[config.mk]
export PLATFORM = sky130hd
export DESIGN_NAME = cmp_resolve_unit
export DESIGN_NICKNAME = d
export VERILOG_FILES = /design/src/rtl/cmp_resolve_unit.sv
export SDC_FILE = /design/constraint.sdc
export NUM_CORES = 1
export LEC_CHECK = 0
export ABC_AREA = 1
export CORE_MARGIN = 10
export CORE_UTILIZATION = 44
export DETAILED_ROUTE_END_ITERATION = 12
export GPL_ROUTABILITY_DRIVEN = 0
export PLACE_DENSITY = 0.92
export RECOVER_POWER = 25
export SYNTH_ARGS = -nofsm -noshare
export SYNTH_HDL_FRONTEND = slang
export SYNTH_SLANG_ARGS = --single-unit
[constraint.sdc]
create_clock -name clk -period 4.9 [get_ports clk]
set_input_delay 0.98 -clock clk [delete_from_list [all_inputs] [get_ports clk]]
set_output_delay 0.98 -clock clk [all_outputs]
set_load 0.05 [all_outputs]
[src/rtl/cmp_resolve_unit.sv]
// cmp_resolve_unit: registered branch comparator with a 2-entry elastic
// output buffer, valid/ready handshakes on both sides and a pipeline flush.
// Optional delivery statistics are enabled with `define CMP_RESOLVE_STATS_EN.
module cmp_resolve_unit #(
    parameter int WIDTH = 32,
    parameter int TAG_W = 5,
    parameter int CNT_W = 16
) (
    input  logic             clk,
    input  logic             reset,
    input  logic             in_valid,
    output logic             in_ready,
    input  logic [WIDTH-1:0] in_a,
    input  logic [WIDTH-1:0] in_b,
    input  logic [2:0]       in_op,
    input  logic [TAG_W-1:0] in_tag,
    input  logic             flush,
    output logic             out_valid,
    input  logic             out_ready,
    output logic             out_taken,
    output logic [2:0]       out_flags,
    output logic [TAG_W-1:0] out_tag,
    output logic [CNT_W-1:0] stat_total,
    output logic [CNT_W-1:0] stat_taken
);

    localparam int ENTRY_W = 1 + 3 + TAG_W;

    typedef enum logic [2:0] {
        OP_EQ  = 3'd0,
        OP_NE  = 3'd1,
        OP_LEZ = 3'd2,
        OP_GTZ = 3'd3,
        OP_LTZ = 3'd4,
        OP_GEZ = 3'd5,
        OP_LT  = 3'd6,
        OP_LTU = 3'd7
    } cmpOpT;

    logic               aZero;
    logic               aNeg;
    logic               abEqual;
    logic               abLessSigned;
    logic               abLessUnsigned;
    logic               newTaken;
    logic [2:0]         newFlags;
    logic [ENTRY_W-1:0] newEntry;

    logic [ENTRY_W-1:0] entryMem [2];
    logic [1:0]         count;
    logic               headPtr;
    logic               tailPtr;
    logic               pushEn;
    logic               popEn;
    logic [ENTRY_W-1:0] headEntry;

    assign aZero          = (in_a == '0);
    assign aNeg           = in_a[WIDTH-1];
    assign abEqual        = (in_a == in_b);
    assign abLessSigned   = ($signed(in_a) < $signed(in_b));
    assign abLessUnsigned = (in_a < in_b);
    assign newFlags       = {aZero, ~aNeg, abEqual};
    assign newEntry       = {newTaken, newFlags, in_tag};

    // Select the compare outcome for the requested mode
    always_comb begin
        newTaken = 1'b0;
        case (cmpOpT'(in_op))
            OP_EQ:   newTaken = abEqual;
            OP_NE:   newTaken = ~abEqual;
            OP_LEZ:  newTaken = aNeg | aZero;
            OP_GTZ:  newTaken = ~aNeg & ~aZero;
            OP_LTZ:  newTaken = aNeg;
            OP_GEZ:  newTaken = ~aNeg;
            OP_LT:   newTaken = abLessSigned;
            OP_LTU:  newTaken = abLessUnsigned;
            default: newTaken = 1'b0;
        endcase
    end

    assign in_ready  = (count != 2'd2);
    assign out_valid = (count != 2'd0);
    assign pushEn    = in_valid && in_ready;
    assign popEn     = out_valid && out_ready;
    assign headEntry = entryMem[headPtr];

    // Buffer state: flush beats push and pop; push and pop may overlap
    always_ff @(posedge clk) begin
        if (!reset) begin
            count       <= 2'd0;
            headPtr     <= 1'b0;
            tailPtr     <= 1'b0;
            entryMem[0] <= '0;
            entryMem[1] <= '0;
        end else if (flush) begin
            count   <= 2'd0;
            headPtr <= 1'b0;
            tailPtr <= 1'b0;
        end else begin
            if (pushEn) begin
                entryMem[tailPtr] <= newEntry;
                tailPtr           <= ~tailPtr;
            end
            if (popEn) begin
                headPtr <= ~headPtr;
            end
            case ({pushEn, popEn})
                2'b10:   count <= count + 2'd1;
                2'b01:   count <= count - 2'd1;
                default: count <= count;
            endcase
        end
    end

    assign out_taken = out_valid & headEntry[ENTRY_W-1];
    assign out_flags = out_valid ? headEntry[ENTRY_W-2 -: 3] : 3'b000;
    assign out_tag   = out_valid ? headEntry[TAG_W-1:0] : '0;

`ifdef CMP_RESOLVE_STATS_EN
    logic [CNT_W-1:0] totalCount;
    logic [CNT_W-1:0] takenCount;

    // Saturating delivery counters; only reset clears them, never flush
    always_ff @(posedge clk) begin
        if (!reset) begin
            totalCount <= '0;
            takenCount <= '0;
        end else if (popEn) begin
            if (totalCount != {CNT_W{1'b1}}) begin
                totalCount <= totalCount + 1'b1;
            end
            if (out_taken && (takenCount != {CNT_W{1'b1}})) begin
                takenCount <= takenCount + 1'b1;
            end
        end
    end

    assign stat_total = totalCount;
    assign stat_taken = takenCount;
`else
    assign stat_total = '0;
    assign stat_taken = '0;
`endif

endmodule

==> results of run 1 <==
stage by stage:
step                      area (um^2)  setup slack (ps)  hold WS, ps
final                            3230              1850          485
after CTS                        3230              1850          480
after detailed placement         3180              1770          463
after global placement           3180              1820          441
after global routing             3230              1710          499
after floorplan                  2470              2450          425
kinds of logic (layout without fill, tap and decap cells):
group,count (synthesis),count (layout),synth area share [%]
buf+inv,90,147,19.4
compound gates,37,37,8.07
simple gates,153,153,27.7
flops,23,23,27.2
fa+ha+maj,33,33,17.5
other cells,1,32,0.159
cells in the mapped netlist:
| master | number |
|---|---|
| nand3_1 | 7 |
| nand4_4 | 1 |
| inv_2 | 3 |
| ha_1 | 33 |
| nand2_1 | 74 |
| nor2_1 | 52 |
| a21oi_1 | 27 |
| o21ai_1 | 2 |
| inv_1 | 51 |
| a21o_1 | 1 |
| nand4_1 | 5 |
| buf_4 | 32 |
| o21ai_0 | 6 |
| clkbuf_1 | 2 |
| nor3_1 | 4 |
| nor2_2 | 4 |
| clkinv_1 | 2 |
| nand2_2 | 3 |
| conb_1 | 1 |
| nand3b_1 | 1 |
| nor3_2 | 1 |
| nand3_2 | 1 |
| o21bai_1 | 1 |
| dfxtp_1 | 5 |
| edfxtp_1 | 18 |
placed cells by master (no fill, tap or decap), drive strengths merged:
master | Yosys | routed
a21o | 1 | 1
o21ai | 8 | 8
clkbuf | 2 | 4
dlygate4sd3 | 0 | 2
nand4 | 6 | 6
inv | 54 | 54
edfxtp | 18 | 18
nand2 | 77 | 77
clkdlybuf4s50 | 0 | 85
a21oi | 27 | 27
nor3 | 5 | 5
clkinv | 2 | 2
nand3 | 8 | 8
nor2 | 56 | 56
o21bai | 1 | 1
nand3b | 1 | 1
dfxtp | 5 | 5
conb | 1 | 32
ha | 33 | 33
routing by layer:
layer | global-route usage [%] | wire length, um | up-vias
met1 | 13.0 | 2170 | 1003
met3 | 4.88 | 505 | 8
met2 | 29.3 | 3460 | 79
li1 | - | - | 1184
met4 | 4.11 | 134 | 0
met5 | 0 | 0 | -
worst max-delay path by stage:
| stage | cells after the start | endpoint | start | slack, ps |
|---|---|---|---|---|
| after floorplan | 15 | entryMem[1][8] | in_b[31] | 2450 |
| final | 4 | out_flags[0] | flip-flop | 1850 |
| after CTS | 4 | out_flags[0] | flip-flop | 1850 |
| after global placement | 15 | entryMem[1][8] | in_a[31] | 1820 |
| after detailed placement | 15 | entryMem[1][8] | in_a[31] | 1770 |
| after global routing | 4 | out_flags[0] | flip-flop | 1710 |
worst max-delay path: stages, from the launching register on:
cell and delay, ps:
dfxtp_1 510, clkinv_1 320, nand2_1 150, a21oi_1 100, clkdlybuf4s50_1 730
sequential cells by signal, summed over array words and instances, names as in the netlist, named ones only:
| register | cells |
|---|---|
| count | 2 |
| entryMem | 18 |
| tailPtr | 1 |
| headPtr | 1 |
power by group through the flow:
stage                     registers, mW  clock network [mW]  logic, mW
after detailed placement          0.227                   0      0.242
final                             0.223               0.115      0.243
after global placement            0.226                   0      0.234
after CTS                         0.223               0.113      0.243
after floorplan                   0.226                   0      0.169
after global routing              0.224               0.124      0.269
cell type report:
cell class	instances	area (um^2)
clock buffers	4	45.0
repair buffers	87	871
inverters	56	210
flip-flops and latches	23	641
multi-input cells	255	1380
fillers	469	1910
well taps	70	87.6
==> run metrics, run 1 <==
maximum vdd drop 0.000109 V; width of the die 93.2 um; PortBufs 87; FF-to-FF Start count[1]; placed cells 491; share of layout cells above drive strength 1 3.76%; share of total power in the clock network 19.9%; Initial Util 45.9%; CTS root buffer clkbuf_8; Avg WL per Cell 12.7 um; slew at the pin closest to its max-slew limit 522 ps; initial antenna violation count 0; post_cts resized 0; Detailed Routing Iterations Pass 1 4; DRT iter0 DRCs 75; Unique masters post-synth 25; Post-Route Setup TNS 0 ps; dpl hpwl 5710 um; I/O Pins 120; vias in the first global route 2425; Arrival @ worst endpoint 2070 ps; Power, Total 581 uW; HP Class reg2reg; share of the synthesized area in the top cell type 22.9%; Setup crit end kind output port; core area 5140 um^2; post-DR vias/cell 4.59; RSZ-0062 raised after global routing false; synth warn 0; Overflow after GRT 0; Data required, critical path 3920 ps; Lkg Pwr 1.59 nW; reg2reg setup slack 2940 ps; ranking of synthesized cells by area edfxtp_1 (23%), ha_1 (18%), nand2_1 (12%); Total GRT Usage 14.4%; register area share after synthesis 27.2%; Net Sw Power 207 uW; Layout area overhead 37.0%; sw frac 35.6%; Post-Layout Cell Count 495; Synth Register Bits 23; diode count 0; CTS buffer count 3; min cycle time layout 3050 ps; min-delay src headPtr; Pint 374 uW; fin. max-slew vios 0; Via Count 2274; # hold bufs at CTS 0; first-pass GRT wire length 10600 um; leading area contributor after synthesis edfxtp_1; DRT antenna net count 0; CTS tree yes; Crit Path Category reg2out; worst hold stages 1; Post-CTS Setup Inserts 0; std cell rows 26; clock tree buffer depth 2; Syn Std Cell Area 2360 um^2; die footprint 8690 um^2; drt drc 0; FF-to-FF End count[1]; Worst Hold End headPtr; Reg power frac 38.3%; Skew-Pair Late Insertion Delay 260 ps; Die Y 93.2 um; Pwr Density 180 nW/um^2; status completed; Max Clock Freq 0.328 GHz; clock-pin slew on the worst setup and hold paths 80 ps; largest fanout on the critical path 10; max-cap violations 0; layout net count 536; syn_area_per_cell 6.99 um^2; post-synthesis cell count 337; endpoints failing setup 0; Fin. Hold Viols 0; pin count of the biggest net entering global routing 13; critical path startpoint category flip-flop; final wirelength 6280 um; H-tree depth 1; slew margin rel. 65.1%; reg2reg path depth 9; Comb pwr share 41.8%; Tcrit/Tclk final 62.2%; Util after Layout 62.8%; CTS sink cnt 23; worst clock skew 0.983 ps
No activity file was read; power rests on OpenSTA's default activity.
==> run 2: changes to the inputs <==
- CORE_UTILIZATION: 44 -> 41
- PLACE_DENSITY: 0.92 -> 0.87
- clock period: 4.9 -> 2.86 ns (I/O delays scaled with it)
==> run metrics, run 2 (synthesis gave the netlist of run 1 again) <==
status completed; CTS buffer count 3; core area 5540 um^2; post-DR vias/cell 4.46; largest fanout on the critical path 10; CP peak stage delay 730 ps; Arrival @ worst endpoint 2070 ps; std cell rows 27; drt drc 0; Power, Total 993 uW; HP Class reg2reg; critical path startpoint category flip-flop; Crit Path Category reg2out; Fin. Hold Viols 0; vias in the first global route 2295; Total GRT Usage 12.8%; DRT antenna net count 0; die footprint 9180 um^2; FF-to-FF Start count[1]; WP buf/inv 2; endpoints failing setup 0; delay-heaviest family, CP buffers and inverters; share of layout cells above drive strength 1 4.21%; fin. max-slew vios 0; Layout area overhead 37.8%; first-pass GRT wire length 9580 um; post_cts resized 0; Skew-Pair Late Insertion Delay 260 ps; max reg flops 18; Lkg Pwr 1.60 nW; Setup crit end kind output port; maximum vdd drop 0.000171 V; pin count of the biggest net entering global routing 14; min cycle time layout 2640 ps; CTS tree yes; max-cap violations 0; Data required, critical path 2290 ps; clock-pin slew on the worst setup and hold paths 80 ps; worst hold stages 1; Tcrit/Tclk final 92.3%; Via Count 2232; layout net count 539; commonest non-fill, non-tap cells in the layout clkdlybuf4s50_1 (86), nand2_1 (74), nor2_1 (52); width of the die 95.8 um; reg2reg setup slack 1010 ps; dpl hpwl 5360 um; Max Clock Freq 0.379 GHz; diode count 0; register with the most flip-flops entryMem; Die Y 95.8 um; Initial Util 42.5%; # fillers 509; # hold bufs at CTS 0; CP max stage cell clkdlybuf4s50_1; I/O Pins 120; worst path cell trace clkinv_1, nand2_1, a21oi_1, clkdlybuf4s50_1; reg2reg path depth 9; slew margin rel. 64.3%; Post-Route Setup TNS 0 ps; min-delay src headPtr; Post-CTS Setup Inserts 0; slew at the pin closest to its max-slew limit 534 ps; PortBufs 87; DRT iter0 DRCs 65; Overflow after GRT 0; largest registers entryMem: 18 flops, count: 2 flops; most common cell after layout, fill and taps aside clkdlybuf4s50_1; Pwr Density 306 nW/um^2; FF-to-FF End count[1]; CTS sink cnt 23; initial antenna violation count 0; CTS root buffer clkbuf_8; RSZ-0062 raised after global routing false; H-tree depth 1; clock tree buffer depth 2; Detailed Routing Iterations Pass 1 7; worst clock skew 3.50 ps; Avg WL per Cell 11.9 um; final wirelength 5960 um
==> run 2: cell types whose count changed in the layout (fill, tap and decap cells not counted), sizes merged <==
cell / before / now
clkinv: 2 / 3
clkdlybuf4s50: 85 / 86
dlygate4sd3: 2 / 1
buf: 0 / 1
clkbuf: 4 / 5
==> run 2: through the flow <==
stage | setup slack, ps | area [um^2] | std cells | hold slack (ps) | util, %
floorplan | 814 | 2470 | 368 | 425 | -
global placement | 255 | 3210 | 496 | 435 | 57.9
detailed placement | 218 | 3210 | 496 | 445 | 57.9
CTS | 216 | 3260 | 500 | 467 | 58.8
global route | 21.3 | 3250 | 500 | 497 | 58.6
finish | 222 | 3250 | 500 | 470 | 58.6
==> run 2: layout make-up <==
cell class                 count  area, um^2  area share, %
inverter                      56         210           6.47
multi-input combinational    255        1380           42.3
timing repair buffer          90         886           27.3
sequential                    23         641           19.7
clock buffer                   3        41.3           1.27
clock inverter                 1        5.00          0.154
tap                           72        90.1           2.77
==> run 2: worst reg2reg max path: stages, from the launching register on <==
cell and delay (ps):
dfxtp_1 340, nor2_2 360, inv_1 110, nand2_1 80, inv_1 70, ha_1 300, o21bai_1 160, a21oi_1 150
o21ai_0 90, a21oi_1 120
==> run 2: worst max-delay path by stage <==
stage                endpoint  cells after the start
2_1_floorplan  entryMem[1][8]                     15
3_3_place_gp   entryMem[0][8]                     16
3_5_place_dp   entryMem[0][8]                     16
4_1_cts          out_flags[1]                      4
5_1_grt          out_flags[0]                      4
6_report         out_flags[1]                      4
==> run 2: metal layers <==
layer  track usage [%]  part of all wire, %  vias to the layer above
met4              5.16                  2.2                        0
met5                 0                    0                        -
li1                  -                    -                     1190
met3              4.12                  9.3                       10
met1              11.8                   35                      959
met2              25.2                   53                       73
==> run 2: report_power, final <==
group          switching [mW]  internal (mW)
registers             0.00600          0.375
logic                   0.246          0.167
clock network           0.102         0.0972
==> run 3: changes to the inputs <==
- PLACE_DENSITY: 0.87 -> 0.8
==> run metrics, run 3 (synthesis gave the netlist of run 1 again) <==
status completed; Post-CTS Setup Inserts 0; commonest non-fill, non-tap cells in the layout clkdlybuf4s50_1 (85), nand2_1 (74), nor2_1 (53); slew at the pin closest to its max-slew limit 740 ps; first-pass GRT wire length 9910 um; critical path startpoint category flip-flop; Arrival @ worst endpoint 2110 ps; DP Area 3210 um^2; DRT antenna net count 0; layout net count 539; GR peak layer met2; maximum vdd drop 0.000187 V; DRT iter0 DRCs 61; fin. max-slew vios 0; Setup crit end kind output port; CTS buffer count 3; Layout area overhead 37.8%; core area 5540 um^2; share of layout cells above drive strength 1 3.97%; final hold slack 483 ps; std cell rows 27; Pwr Density 306 nW/um^2; sw frac 35.7%; Pint 640 uW; initial antenna violation count 0; delay-heaviest family, CP buffers and inverters; I/O Pins 120; Initial Util 42.5%; post_cts resized 0; CTS root buffer clkbuf_8; clock-pin slew on the worst setup and hold paths 80 ps; Detailed Routing Iterations Pass 1 4; Skew-Pair Late Insertion Delay 260 ps; # hold bufs at CTS 0; CP max stage cell clkdlybuf4s50_1; Avg WL per Cell 12.2 um; clock tree buffer depth 2; Tcrit/Tclk final 93.6%; share of total power in the clock network 20.0%; max reg flops 18; H-tree depth 1; Max Clock Freq 0.374 GHz; M3 GR Usage 3.66%; RSZ-0062 raised after global routing false; post-DR vias/cell 4.46; Reg power frac 38.3%; GRT met1 Usage 12.3%; Data required, critical path 2290 ps; Post-Route Setup TNS 0 ps; met2 usage 26.4%; worst clock skew 4.82 ps; HP Class reg2reg; largest fanout on the critical path 10; WP buf/inv 2; Fin. Hold Viols 0; CP peak stage delay 740 ps; Comb pwr share 41.7%; final wirelength 6110 um; vias in the first global route 2351; diode count 0; Crit Path Category reg2out; Total GRT Usage 13.2%; Net Sw Power 355 uW; Lkg Pwr 1.62 nW; reg2reg setup slack 740 ps; width of the die 95.8 um; PortBufs 87; die footprint 9180 um^2; max-cap violations 0; Overflow after GRT 0; pin count of the biggest net entering global routing 14; min cycle time layout 2680 ps; CTS tree yes; drt drc 0; most common cell after layout, fill and taps aside clkdlybuf4s50_1; largest registers entryMem: 18 flops, count: 2 flops; dpl hpwl 5410 um; Via Count 2229; Power, Total 995 uW; worst path cell trace clkinv_1, nand2_1, a21oi_1, clkdlybuf4s50_1; slew margin rel. 50.5%; final instance area 3250 um^2; Die Y 95.8 um; endpoints failing setup 0; register with the most flip-flops entryMem; CTS sink cnt 23
-- run 3: changes by cell type in the layout (fill, tap and decap cells not counted), sizes merged --
cell           previous run  this run
clkdlybuf4s50            86        85
dlymetal6s2s              0         1
-- run 3: worst paths after layout --
kind                   from  cells past startpoint      endpoint
setup / recovery  flip-flop                      4  out_flags[1]
hold reg to reg    count[1]                      1      count[1]
hold / removal     count[1]                      1      count[1]
setup reg to reg   count[1]                      9      count[1]
-- run 3: cell type report --
cell class / count / area (um^2)
Clock inverter: 1 / 5.00
Fill cell: 535 / 2290
Inverter: 56 / 210
Tap cell: 72 / 90.1
Clock buffer: 3 / 41.3
Multi-Input combinational cell: 255 / 1370
Timing Repair Buffer: 90 / 888
Sequential cell: 23 / 641
-- run 3: power groups by stage --
stage	logic [mW]	registers, mW	clock network (mW)
after floorplan	0.289	0.387	0
after CTS	0.416	0.381	0.201
after detailed placement	0.415	0.389	0
after global routing	0.458	0.383	0.211
after global placement	0.405	0.388	0
final	0.415	0.381	0.199
-- run 3: per-layer routing --
| layer | share of wire (%) | wire [um] |
|---|---|---|
| met3 | 8.4 | 516 |
| met1 | 36 | 2230 |
| met4 | 1.9 | 119 |
| met2 | 53 | 3250 |
| met5 | 0 | 0 |
-- run 3: worst reg2reg max path: stages, from the launching register on --
cell      delay [ps]
dfxtp_1          340
nor2_1           590
inv_1            140
nand2_1           90
inv_1             80
ha_1             300
o21bai_1         160
a21oi_1          140
o21ai_0           90
a21oi_1          120
-- run 3: through the flow --
stage               utilization [%]  std cells  setup WS, ps
global placement               57.9        496           250
floorplan                         -        368           814
detailed placement             57.9        496           186
CTS                            58.8        500           186
finish                         58.6        500           183
global route                   58.6        500          16.8
